$ cat src/rtl/fetch_stage_if.sv
// Instruction-memory bus between the fetch stage (master) and the instruction memory (slave).
// Requests complete on req&&ready; responses return in request order, one per rvalid.
interface fetch_stage_if;
    logic        imem_req;
    logic [31:0] imem_addr;
    logic        imem_ready;
    logic        imem_rvalid;
    logic [31:0] imem_rdata;

    modport master (
        output imem_req,
        output imem_addr,
        input  imem_ready,
        input  imem_rvalid,
        input  imem_rdata
    );

    modport slave (
        input  imem_req,
        input  imem_addr,
        output imem_ready,
        output imem_rvalid,
        output imem_rdata
    );
endinterface

$ cat src/rtl/fetch_stage.sv
// RV32I fetch stage: PC, in-order imem requests, PC-tag + response FIFOs, IF/ID register.
// A response reaches IF/ID at the edge it arrives when the FIFO is empty; requests stop once outstanding+buffered hits BUF_DEPTH.
module fetch_stage #(
    parameter logic [31:0] RESET_PC  = 32'h0000_0000,
    parameter int          BUF_DEPTH = 4,
    parameter logic [31:0] NOP_INSTR = 32'h0000_0013
) (
    input  logic               clk,
    input  logic               rst,
    input  logic               stall_f,
    input  logic               stall_d,
    input  logic               flush_d,
    input  logic               pcsrc_e,
    input  logic [31:0]        pc_target_e,
    fetch_stage_if.master      imem,
    output logic [31:0]        instr_d,
    output logic [31:0]        pc_d,
    output logic [31:0]        pc_plus4_d,
    output logic               valid_d
);

    localparam int AW = $clog2(BUF_DEPTH);
    localparam int CW = AW + 1;
    localparam logic [CW-1:0] DEPTH_C = CW'(BUF_DEPTH);

    typedef struct packed {
        logic [31:0] pc;
        logic [31:0] instr;
    } rsp_t;

    logic [31:0]   pc_f_q, pc_f_d;
    logic [CW-1:0] outstanding_q, outstanding_d;
    logic [CW-1:0] discard_q, discard_d;

    logic [31:0]   ifid_instr_q, ifid_instr_d;
    logic [31:0]   ifid_pc_q, ifid_pc_d;
    logic [31:0]   ifid_pc4_q, ifid_pc4_d;
    logic          ifid_vld_q, ifid_vld_d;

    logic [31:0]   tag_mem_q [BUF_DEPTH];
    logic [31:0]   tag_mem_d [BUF_DEPTH];
    logic [AW-1:0] tag_wr_q, tag_wr_d, tag_rd_q, tag_rd_d;
    logic [CW-1:0] tag_cnt_q, tag_cnt_d;

    rsp_t          rsp_mem_q [BUF_DEPTH];
    rsp_t          rsp_mem_d [BUF_DEPTH];
    logic [AW-1:0] rsp_wr_q, rsp_wr_d, rsp_rd_q, rsp_rd_d;
    logic [CW-1:0] rsp_cnt_q, rsp_cnt_d;

    logic [CW:0]   in_flight;
    logic          req;
    logic          accept;
    logic          rsp_keep;
    logic          rsp_drop;
    logic          rsp_empty;
    logic          head_vld;
    rsp_t          head;
    rsp_t          incoming;
    logic          take;
    logic          rsp_push;
    logic          rsp_pop;
    logic          tag_pop;
    logic          unused_tgt_lsbs;

    assign unused_tgt_lsbs = ^pc_target_e[1:0];

    // Buffered words count against the window so every accepted request has a FIFO slot waiting.
    assign in_flight = {1'b0, outstanding_q} + {1'b0, rsp_cnt_q};
    assign req       = !rst && !stall_f && !pcsrc_e && (in_flight < {1'b0, DEPTH_C});
    assign accept    = req && imem.imem_ready;

    assign imem.imem_req  = req;
    assign imem.imem_addr = pc_f_q;

    assign rsp_keep  = imem.imem_rvalid && (discard_q == '0);
    assign rsp_drop  = imem.imem_rvalid && (discard_q != '0);
    assign tag_pop   = rsp_keep;
    assign rsp_empty = (rsp_cnt_q == '0);
    assign incoming  = {tag_mem_q[tag_rd_q], imem.imem_rdata};
    assign head_vld  = !rsp_empty || rsp_keep;
    assign head      = rsp_empty ? incoming : rsp_mem_q[rsp_rd_q];
    assign rsp_push  = rsp_keep && !(rsp_empty && take);
    assign rsp_pop   = take && !rsp_empty;

    always_comb begin
        pc_f_d        = pc_f_q;
        outstanding_d = outstanding_q + CW'(accept) - CW'(imem.imem_rvalid);
        discard_d     = discard_q;
        if (pcsrc_e) begin
            pc_f_d    = {pc_target_e[31:2], 2'b00};
            discard_d = outstanding_q - CW'(imem.imem_rvalid);
        end else begin
            if (accept) begin
                pc_f_d = pc_f_q + 32'd4;
            end
            if (rsp_drop) begin
                discard_d = discard_q - CW'(1);
            end
        end
    end

    always_comb begin
        ifid_instr_d = ifid_instr_q;
        ifid_pc_d    = ifid_pc_q;
        ifid_pc4_d   = ifid_pc4_q;
        ifid_vld_d   = ifid_vld_q;
        take         = 1'b0;
        if (pcsrc_e) begin
            ifid_vld_d   = 1'b0;
            ifid_instr_d = NOP_INSTR;
        end else if (stall_d) begin
            ifid_vld_d   = ifid_vld_q;
        end else if (flush_d) begin
            ifid_vld_d   = 1'b0;
            ifid_instr_d = NOP_INSTR;
        end else if (head_vld) begin
            take         = 1'b1;
            ifid_vld_d   = 1'b1;
            ifid_instr_d = head.instr;
            ifid_pc_d    = head.pc;
            ifid_pc4_d   = head.pc + 32'd4;
        end else begin
            ifid_vld_d   = 1'b0;
            ifid_instr_d = NOP_INSTR;
        end
    end

    always_comb begin
        tag_mem_d = tag_mem_q;
        tag_wr_d  = tag_wr_q;
        tag_rd_d  = tag_rd_q;
        tag_cnt_d = tag_cnt_q;
        rsp_mem_d = rsp_mem_q;
        rsp_wr_d  = rsp_wr_q;
        rsp_rd_d  = rsp_rd_q;
        rsp_cnt_d = rsp_cnt_q;
        if (pcsrc_e) begin
            tag_wr_d  = '0;
            tag_rd_d  = '0;
            tag_cnt_d = '0;
            rsp_wr_d  = '0;
            rsp_rd_d  = '0;
            rsp_cnt_d = '0;
        end else begin
            if (accept) begin
                tag_mem_d[tag_wr_q] = pc_f_q;
                tag_wr_d            = tag_wr_q + AW'(1);
            end
            if (tag_pop) begin
                tag_rd_d = tag_rd_q + AW'(1);
            end
            tag_cnt_d = tag_cnt_q + CW'(accept) - CW'(tag_pop);
            if (rsp_push) begin
                rsp_mem_d[rsp_wr_q] = incoming;
                rsp_wr_d            = rsp_wr_q + AW'(1);
            end
            if (rsp_pop) begin
                rsp_rd_d = rsp_rd_q + AW'(1);
            end
            rsp_cnt_d = rsp_cnt_q + CW'(rsp_push) - CW'(rsp_pop);
        end
    end

    always_ff @(posedge clk) begin
        if (rst) begin
            pc_f_q        <= RESET_PC;
            outstanding_q <= '0;
            discard_q     <= '0;
            ifid_instr_q  <= NOP_INSTR;
            ifid_pc_q     <= '0;
            ifid_pc4_q    <= '0;
            ifid_vld_q    <= 1'b0;
            tag_wr_q      <= '0;
            tag_rd_q      <= '0;
            tag_cnt_q     <= '0;
            rsp_wr_q      <= '0;
            rsp_rd_q      <= '0;
            rsp_cnt_q     <= '0;
        end else begin
            pc_f_q        <= pc_f_d;
            outstanding_q <= outstanding_d;
            discard_q     <= discard_d;
            ifid_instr_q  <= ifid_instr_d;
            ifid_pc_q     <= ifid_pc_d;
            ifid_pc4_q    <= ifid_pc4_d;
            ifid_vld_q    <= ifid_vld_d;
            tag_wr_q      <= tag_wr_d;
            tag_rd_q      <= tag_rd_d;
            tag_cnt_q     <= tag_cnt_d;
            rsp_wr_q      <= rsp_wr_d;
            rsp_rd_q      <= rsp_rd_d;
            rsp_cnt_q     <= rsp_cnt_d;
        end
        tag_mem_q <= tag_mem_d;
        rsp_mem_q <= rsp_mem_d;
    end

    assign instr_d    = ifid_instr_q;
    assign pc_d       = ifid_pc_q;
    assign pc_plus4_d = ifid_pc4_q;
    assign valid_d    = ifid_vld_q;

    a_tag_ovf: assert property (@(posedge clk) disable iff (rst)
        !(accept && !tag_pop && tag_cnt_q == DEPTH_C));
    a_tag_unf: assert property (@(posedge clk) disable iff (rst)
        !(tag_pop && tag_cnt_q == '0));
    a_rsp_ovf: assert property (@(posedge clk) disable iff (rst)
        !(rsp_push && !rsp_pop && rsp_cnt_q == DEPTH_C));
    a_rsp_unf: assert property (@(posedge clk) disable iff (rst)
        !(rsp_pop && rsp_cnt_q == '0));
    a_discard: assert property (@(posedge clk) disable iff (rst)
        discard_q <= outstanding_q);

endmodule

$ cat src/flat_wrapper.sv
// flat-port wrapper written by rule: the top's interface ports become plain ports
module fetch_stage_flat 
#(
    parameter logic [31:0] RESET_PC  = 32'h0000_0000,
    parameter int          BUF_DEPTH = 4,
    parameter logic [31:0] NOP_INSTR = 32'h0000_0013
)
  (clk, rst, stall_f, stall_d, flush_d, pcsrc_e, pc_target_e, instr_d, pc_d, pc_plus4_d, valid_d, imem_imem_req, imem_imem_addr, imem_imem_ready, imem_imem_rvalid, imem_imem_rdata);
  fetch_stage_if imem_i ();
  input  logic clk;
  input  logic rst;
  input  logic stall_f;
  input  logic stall_d;
  input  logic flush_d;
  input  logic pcsrc_e;
  input  logic [31:0] pc_target_e;
  output logic [31:0] instr_d;
  output logic [31:0] pc_d;
  output logic [31:0] pc_plus4_d;
  output logic valid_d;
  output wire logic [$bits(imem_i.imem_req)-1:0] imem_imem_req;
  output wire logic [$bits(imem_i.imem_addr)-1:0] imem_imem_addr;
  input wire logic [$bits(imem_i.imem_ready)-1:0] imem_imem_ready;
  input wire logic [$bits(imem_i.imem_rvalid)-1:0] imem_imem_rvalid;
  input wire logic [$bits(imem_i.imem_rdata)-1:0] imem_imem_rdata;
  assign imem_imem_req = imem_i.imem_req;
  assign imem_imem_addr = imem_i.imem_addr;
  assign imem_i.imem_ready = imem_imem_ready;
  assign imem_i.imem_rvalid = imem_imem_rvalid;
  assign imem_i.imem_rdata = imem_imem_rdata;
  fetch_stage #(.RESET_PC(RESET_PC), .BUF_DEPTH(BUF_DEPTH), .NOP_INSTR(NOP_INSTR)) u_core (.clk(clk), .rst(rst), .stall_f(stall_f), .stall_d(stall_d), .flush_d(flush_d), .pcsrc_e(pcsrc_e), .pc_target_e(pc_target_e), .imem(imem_i), .instr_d(instr_d), .pc_d(pc_d), .pc_plus4_d(pc_plus4_d), .valid_d(valid_d));
endmodule
$ cat config.mk
export PLATFORM = sky130hd
export DESIGN_NAME = fetch_stage_flat
export DESIGN_NICKNAME = d
export VERILOG_FILES = /design/src/rtl/fetch_stage_if.sv /design/src/rtl/fetch_stage.sv /design/src/flat_wrapper.sv
export SDC_FILE = /design/constraint.sdc
export NUM_CORES = 1
export LEC_CHECK = 0
export CAP_MARGIN = 20
export CORE_ASPECT_RATIO = 0.5
export CORE_MARGIN = 1
export CORE_UTILIZATION = 57
export CTS_CLUSTER_SIZE = 40
export DETAILED_ROUTE_END_ITERATION = 8
export PLACE_DENSITY_LB_ADDON = 0.05
export SLEW_MARGIN = 20
export SYNTH_ARGS = -nofsm -noshare
export SYNTH_HDL_FRONTEND = slang
export SYNTH_SLANG_ARGS = --single-unit
export TNS_END_PERCENT = 5
$ cat constraint.sdc
create_clock -name clk -period 4.7 [get_ports clk]
set_clock_uncertainty 0.15 [all_clocks]
set_input_delay 1.175 -clock clk [delete_from_list [all_inputs] [get_ports clk]]
set_output_delay 1.175 -clock clk [all_outputs]
set_load 0.02 [all_outputs]
* Yosys cells after proc, flatten, opt, wreduce, memory -nomap -nowiden *
Index checks and enable logic that the tools add are counted.

cells by class
  add/sub/neg operators = 13
  order comparisons = 7
  mux-type cells = 23
  bitwise gates (word level) = 7
  reduce and logical (&&, ||, !) cells = 26

operators by type and width
  kind                     count
  $bwmux W256              1
  $mux W64                 4
  $mux W32                 7
  $bmux W64 S2             1
  $bwmux W128              1
  $demux W64 S2            1
  $add A32 B3 Y32 const B  2
  $bmux W32 S2             1
  $demux W32 S2            1
  $ge A3 B3 Y1 const B     4
  $not A2 Y3               4
  $logic_and A1 B1 Y1      11
  $sub A3 B1 Y3            3
  $add A2 B1 Y2 const B    4
  $add A3 B1 Y3            2
  $logic_not A3 Y1         2
  $lt A3 B1 Y1 const B     2
  $mux W3                  2
  $logic_not A1 Y1         5
  $add A3 B3 Y4            1
  $lt A4 B3 Y1 const B     1
  $mux W1                  4
  $reduce_and A2 Y1        2
  $reduce_and A4 Y1        1
  other kinds (6)          9

word-level totals
  flip-flop bits (word level) = 530
  input port bits = 72
  word-level logic and storage cells = 101

* Depth between registers and ports, before layout *
  depth after elaboration = 12
  depth in mapped cells = 13

* Worst setup path after synthesis *
No wires, ideal clock.

  kind = in2reg
  start = input port imem_imem_rvalid
  end = register u_core.rsp_mem_q[0] (netlist bit), enable pin
  data arrival time = 3.553 ns
  required time = 4.123 ns
  path slack = 0.570 ns
  cell stages on the path = 4
  buffers on the path = 0
  path through = nand3b_1 -> a2111oi_0 -> a21oi_1 -> and3_1

on the way
  word-level cells in the longest chain between the ends = 10

ends and longest elaborated chain
  what                           RTL line            source
  start: declaration             flat_wrapper.sv:24  input wire logic [$bits(imem_i.imem_rvalid)-1:0] imem_imem_rvalid;
  $logic_and A1 B1 Y1 *          fetch_stage.sv:75   assign rsp_keep = imem.imem_rvalid && (discard_q == '0);
  $logic_or A1 B1 Y1             fetch_stage.sv:80   assign head_vld = !rsp_empty || rsp_keep;
  $mux W1                        fetch_stage.sv:116  end else if (head_vld) begin
  $mux W1                        fetch_stage.sv:113  end else if (flush_d) begin
  $mux W1                        fetch_stage.sv:111  end else if (stall_d) begin
  $mux W1                        fetch_stage.sv:108  if (pcsrc_e) begin
  $logic_and A1 B1 Y1            fetch_stage.sv:82   assign rsp_push = rsp_keep && !(rsp_empty && take);
  $logic_not A1 Y1               fetch_stage.sv:82
  $logic_and A1 B1 Y1 *          fetch_stage.sv:82
  $reduce_and A2 Y1 (no line) *  --
  end signal: assignment         fetch_stage.sv:195  rsp_mem_q <= rsp_mem_d;
  end: declaration               fetch_stage.sv:45   rsp_t rsp_mem_q [BUF_DEPTH];

Mark *: on every way between the ends. The rest lies on a longest branch, timed or not.
A chain may end at the register's enable or synchronous reset.

* Final worst setup path *
  start = input port stall_f
  end = output port imem_imem_req

on the way
  word-level cells in the longest chain between the ends = 4

ends and longest elaborated chain
  what                              RTL line            source
  start: declaration                flat_wrapper.sv:12  input logic stall_f;
  $logic_not A1 Y1                  fetch_stage.sv:69   assign req = !rst && !stall_f && !pcsrc_e && (in_flight < {1'b0, DEPTH_C});
  $logic_and A1 B1 Y1 (3 in a row)  fetch_stage.sv:69
  end: declaration                  flat_wrapper.sv:21  output wire logic [$bits(imem_i.imem_req)-1:0] imem_imem_req;

Every way passes these cells.

==> impl_metrics.xml <==
<?xml version="1.0" encoding="UTF-8"?>
<metrics>
  <group name="status">
    <metric name="result_of_the_run" unit="">completed</metric>
  </group>
  <group name="worst_setup_path">
    <metric name="worstPathMaxFanout" unit="">2</metric>
    <metric name="worstSetupEndpointType" unit="">primary output</metric>
    <metric name="cp_data_arrival_time" unit="ns">2.72</metric>
    <metric name="required_time_of_the_critical_path" unit="ns">3.38</metric>
    <metric name="crit_path_start_kind" unit="">primary input</metric>
    <metric name="worstSetupPathType" unit="">in -&gt; out</metric>
  </group>
  <group name="detailed_routing">
    <metric name="dr.pass1.iters" unit="">7</metric>
    <metric name="route.antenna.remaining_nets" unit="">0</metric>
    <metric name="wl_per_cell" unit="um">22.1</metric>
    <metric name="wirelength" unit="mm">47.2</metric>
    <metric name="routed_via_density" unit="">6.06</metric>
    <metric name="drt_iter0_markers" unit="">1193</metric>
    <metric name="post-route-drc-count" unit="">0</metric>
    <metric name="detailroute.via_count" unit="">12900</metric>
  </group>
  <group name="global_routing">
    <metric name="global_route_wire_length_before_repair" unit="mm">71.9</metric>
    <metric name="maximum_number_of_pins_on_one_net_before_global_route_repair" unit="">78</metric>
    <metric name="first_global_vias" unit="">12700</metric>
    <metric name="antenna_found_initial" unit="">0</metric>
    <metric name="grtUsageTotal" unit="%">25.5</metric>
    <metric name="gr-total-overflow" unit="">0</metric>
  </group>
  <group name="clocking">
    <metric name="clock_latency" unit="ns">0.54</metric>
    <metric name="cts_made_buffers" unit="">44</metric>
    <metric name="cts-root-to-sink-buffers" unit="">3</metric>
    <metric name="cts_tree" unit="">built</metric>
    <metric name="cts.repair.resized" unit="">0</metric>
    <metric name="cts.repair_timing.setup_buffer_count" unit="">0</metric>
    <metric name="clock_root_buffer" unit="">clkbuf_16</metric>
    <metric name="hold_buffers" unit="">0</metric>
    <metric name="path_clk_slew" unit="ns">0.07</metric>
    <metric name="ctsHtreeMaxLevel" unit="">2</metric>
    <metric name="number_of_clock_sinks_seen_by_cts" unit="">508</metric>
  </group>
  <group name="timing">
    <metric name="fmaxAchievable" unit="MHz">247</metric>
    <metric name="period_minus_slack" unit="ns">4.05</metric>
    <metric name="setup-tns-final" unit="ns">0</metric>
    <metric name="final.period_utilization" unit="%">86.1</metric>
    <metric name="timing_worst_slew_pin_value" unit="ns">1.03</metric>
    <metric name="finalMaxSlewViolations" unit="">0</metric>
    <metric name="whs" unit="ns">0.302</metric>
    <metric name="unrepaired_setup_endpoints_after_global_routing" unit="">no</metric>
    <metric name="postLayoutSetupSlackWorst" unit="ns">0.651</metric>
    <metric name="maxSlewHeadroom" unit="%">31.2</metric>
    <metric name="setup_viol_count_final" unit="">0</metric>
    <metric name="final_hold_viol_count" unit="">0</metric>
  </group>
  <group name="place">
    <metric name="placement.setup.worst_slack" unit="ns">0.297</metric>
    <metric name="detailedPlacementHpwl" unit="mm">29.8</metric>
    <metric name="numPortBuffers" unit="">193</metric>
    <metric name="place_area" unit="mm2">0.0232</metric>
    <metric name="gpl.final_weighted_congestion" unit="">0.892</metric>
    <metric name="dp.cells" unit="">2058</metric>
  </group>
  <group name="synthesis">
    <metric name="ys_dominant_reg_cell" unit="">edfxtp_1</metric>
    <metric name="syn-instance-count" unit="">1431</metric>
    <metric name="synthDistinctLibCells" unit="">67</metric>
    <metric name="async_s_r_ff_share_synth" unit="%">0</metric>
    <metric name="synth_top_area_share" unit="%">53.4</metric>
    <metric name="synthTopCellsByArea" unit="">edfxtp_1 53%, dfxtp_1 14%, mux4_2 9.0%</metric>
    <metric name="synth_enable_flop_cells" unit="">368</metric>
    <metric name="ys_seq_area_share" unit="%">66.9</metric>
    <metric name="synth_top_cell_by_area" unit="">edfxtp_1</metric>
    <metric name="synth_area" unit="mm2">0.0207</metric>
    <metric name="synth_warnings" unit="">0</metric>
    <metric name="post_synth.cell_area_avg" unit="um2">14.5</metric>
    <metric name="postSynthRegisterBits" unit="">508</metric>
  </group>
  <group name="layout">
    <metric name="layout_commonest_cell" unit="">edfxtp_1</metric>
    <metric name="fin_util" unit="%">69.9</metric>
    <metric name="antenna-diode-count" unit="">0</metric>
    <metric name="final_std_cell_area_no_fill" unit="mm2">0.0246</metric>
    <metric name="nNetsFinal" unit="">1723</metric>
    <metric name="instances_no_fill" unit="">2138</metric>
    <metric name="syn2layout_area_growth" unit="%">18.6</metric>
    <metric name="layout_cells_sized_above_1" unit="%">12.9</metric>
    <metric name="mostFrequentLayoutCells" unit="">368 x edfxtp_1, 192 x clkdlybuf4s50_1, 157 x nand2_1</metric>
  </group>
  <group name="power_and_ir_drop">
    <metric name="leakage" unit="nW">7.96</metric>
    <metric name="report.power.total" unit="mW">9.28</metric>
    <metric name="power_density" unit="mW/mm2">378</metric>
    <metric name="p_int" unit="mW">7.17</metric>
    <metric name="comb_power_share" unit="%">8.7</metric>
    <metric name="power_frac_clock" unit="%">37.3</metric>
    <metric name="power_frac_seq" unit="%">53.9</metric>
    <metric name="vdd.ir_drop.worst" unit="mV">0.240</metric>
    <metric name="switchingPower" unit="mW">2.11</metric>
    <metric name="switching_share" unit="%">22.7</metric>
  </group>
  <group name="floorplanning">
    <metric name="die_height" unit="um">137</metric>
    <metric name="fp.dieArea" unit="mm2">0.0371</metric>
    <metric name="row_count" unit="">48</metric>
    <metric name="floorplan.io_pins" unit="">202</metric>
    <metric name="coreArea" unit="mm2">0.0351</metric>
    <metric name="die_width" unit="um">272</metric>
    <metric name="initial_core_util" unit="%">58.9</metric>
  </group>
  <group name="flow_run">
    <metric name="cap_violations" unit="">0</metric>
  </group>
  <group name="worst_hold_path">
    <metric name="hold_class" unit="">reg -&gt; reg</metric>
  </group>
</metrics>
metal layers:
| metal | routed length (um) | global-route usage [%] | up-vias |
|---|---|---|---|
| met4 | 876 | 6.40 | 0 |
| met2 | 22500 | 41.6 | 534 |
| met1 | 20500 | 36.3 | 6505 |
| li1 | - | - | 5845 |
| met3 | 3280 | 4.26 | 65 |
| met5 | 0 | 0 | - |
final timing paths:
check / start / end / slack [ns] / depth (start not counted)
setup / recovery: stall_f / imem_imem_req / 0.65 / 4
setup reg to reg: u_core.tag_rd_q[1] / u_core.pc_plus4_d[31] / 1.08 / 6
hold reg to reg: u_core.pc_plus4_d[8] / u_core.pc_plus4_d[8] / 0.30 / 2
hold / removal: u_core.pc_plus4_d[8] / u_core.pc_plus4_d[8] / 0.30 / 2
logic make-up after synthesis:
kind of cell	synth area share [%]
other cells	0.0181
mux	12.0
xor+xnor	1.10
buf+inv	2.51
simple gates	9.99
fa+ha+maj	1.40
flops	66.9
compound gates	6.13
state kept, by name, summed over array words and instances (netlist names):
name,count
u_core.discard_q,3
u_core.imem.imem_addr,30
u_core.instr_d,32
u_core.outstanding_q,3
u_core.pc_d,30
u_core.pc_plus4_d,30
u_core.rsp_cnt_q,3
u_core.rsp_mem_q,248
u_core.rsp_rd_q,2
u_core.rsp_wr_q,2
u_core.tag_mem_q,120
u_core.tag_rd_q,2
u_core.tag_wr_q,2
u_core.valid_d,1
worst max-delay path, cell delays in order:
cell and delay (ns):
clkdlybuf4s50_1 0.40, nor4_1 0.34, and3_1 0.21, clkdlybuf4s50_1 0.60
cell type report:
type                       count  area [um2]
clock buffer                  66        1270
clock inverter                14        85.1
fill                        2381       10600
inverter                      23        86.3
multi-input combinational    817        6370
sequential                   508       13900
tap                          475         594
timing repair buffer         235        2290
power by group through the flow:
| stage | logic (mW) | registers (mW) | clock network (mW) |
|---|---|---|---|
| final | 0.809 | 5.01 | 3.47 |
| after global routing | 0.876 | 5.02 | 3.70 |
| after CTS | 0.809 | 5.01 | 3.52 |
| after detailed placement | 0.803 | 5.10 | 0 |
| after global placement | 0.787 | 5.10 | 0 |
| after floorplan | 0.455 | 5.12 | 0 |
cell usage after synthesis (4+ instances only):
master,count
nor2_1,128
a221oi_1,4
dfxtp_1,140
o31ai_1,4
mux2i_1,27
o211ai_1,7
clkbuf_1,54
xnor2_1,23
buf_2,12
nand3b_1,19
nor4_1,6
mux4_1,9
buf_4,10
and3_1,15
nor3b_1,4
a21oi_1,98
a222oi_1,4
edfxtp_1,368
nor3_1,16
a211oi_1,29
and4_1,5
inv_1,22
o21ai_0,26
mux2_2,9
a31oi_1,8
and2_1,8
nand2_1,157
mux4_2,83
nand4b_1,5
or4_1,8
nand3_1,30
buf_1,7
nand4_1,13
ha_1,20
(Power assumes the default switching activity.)
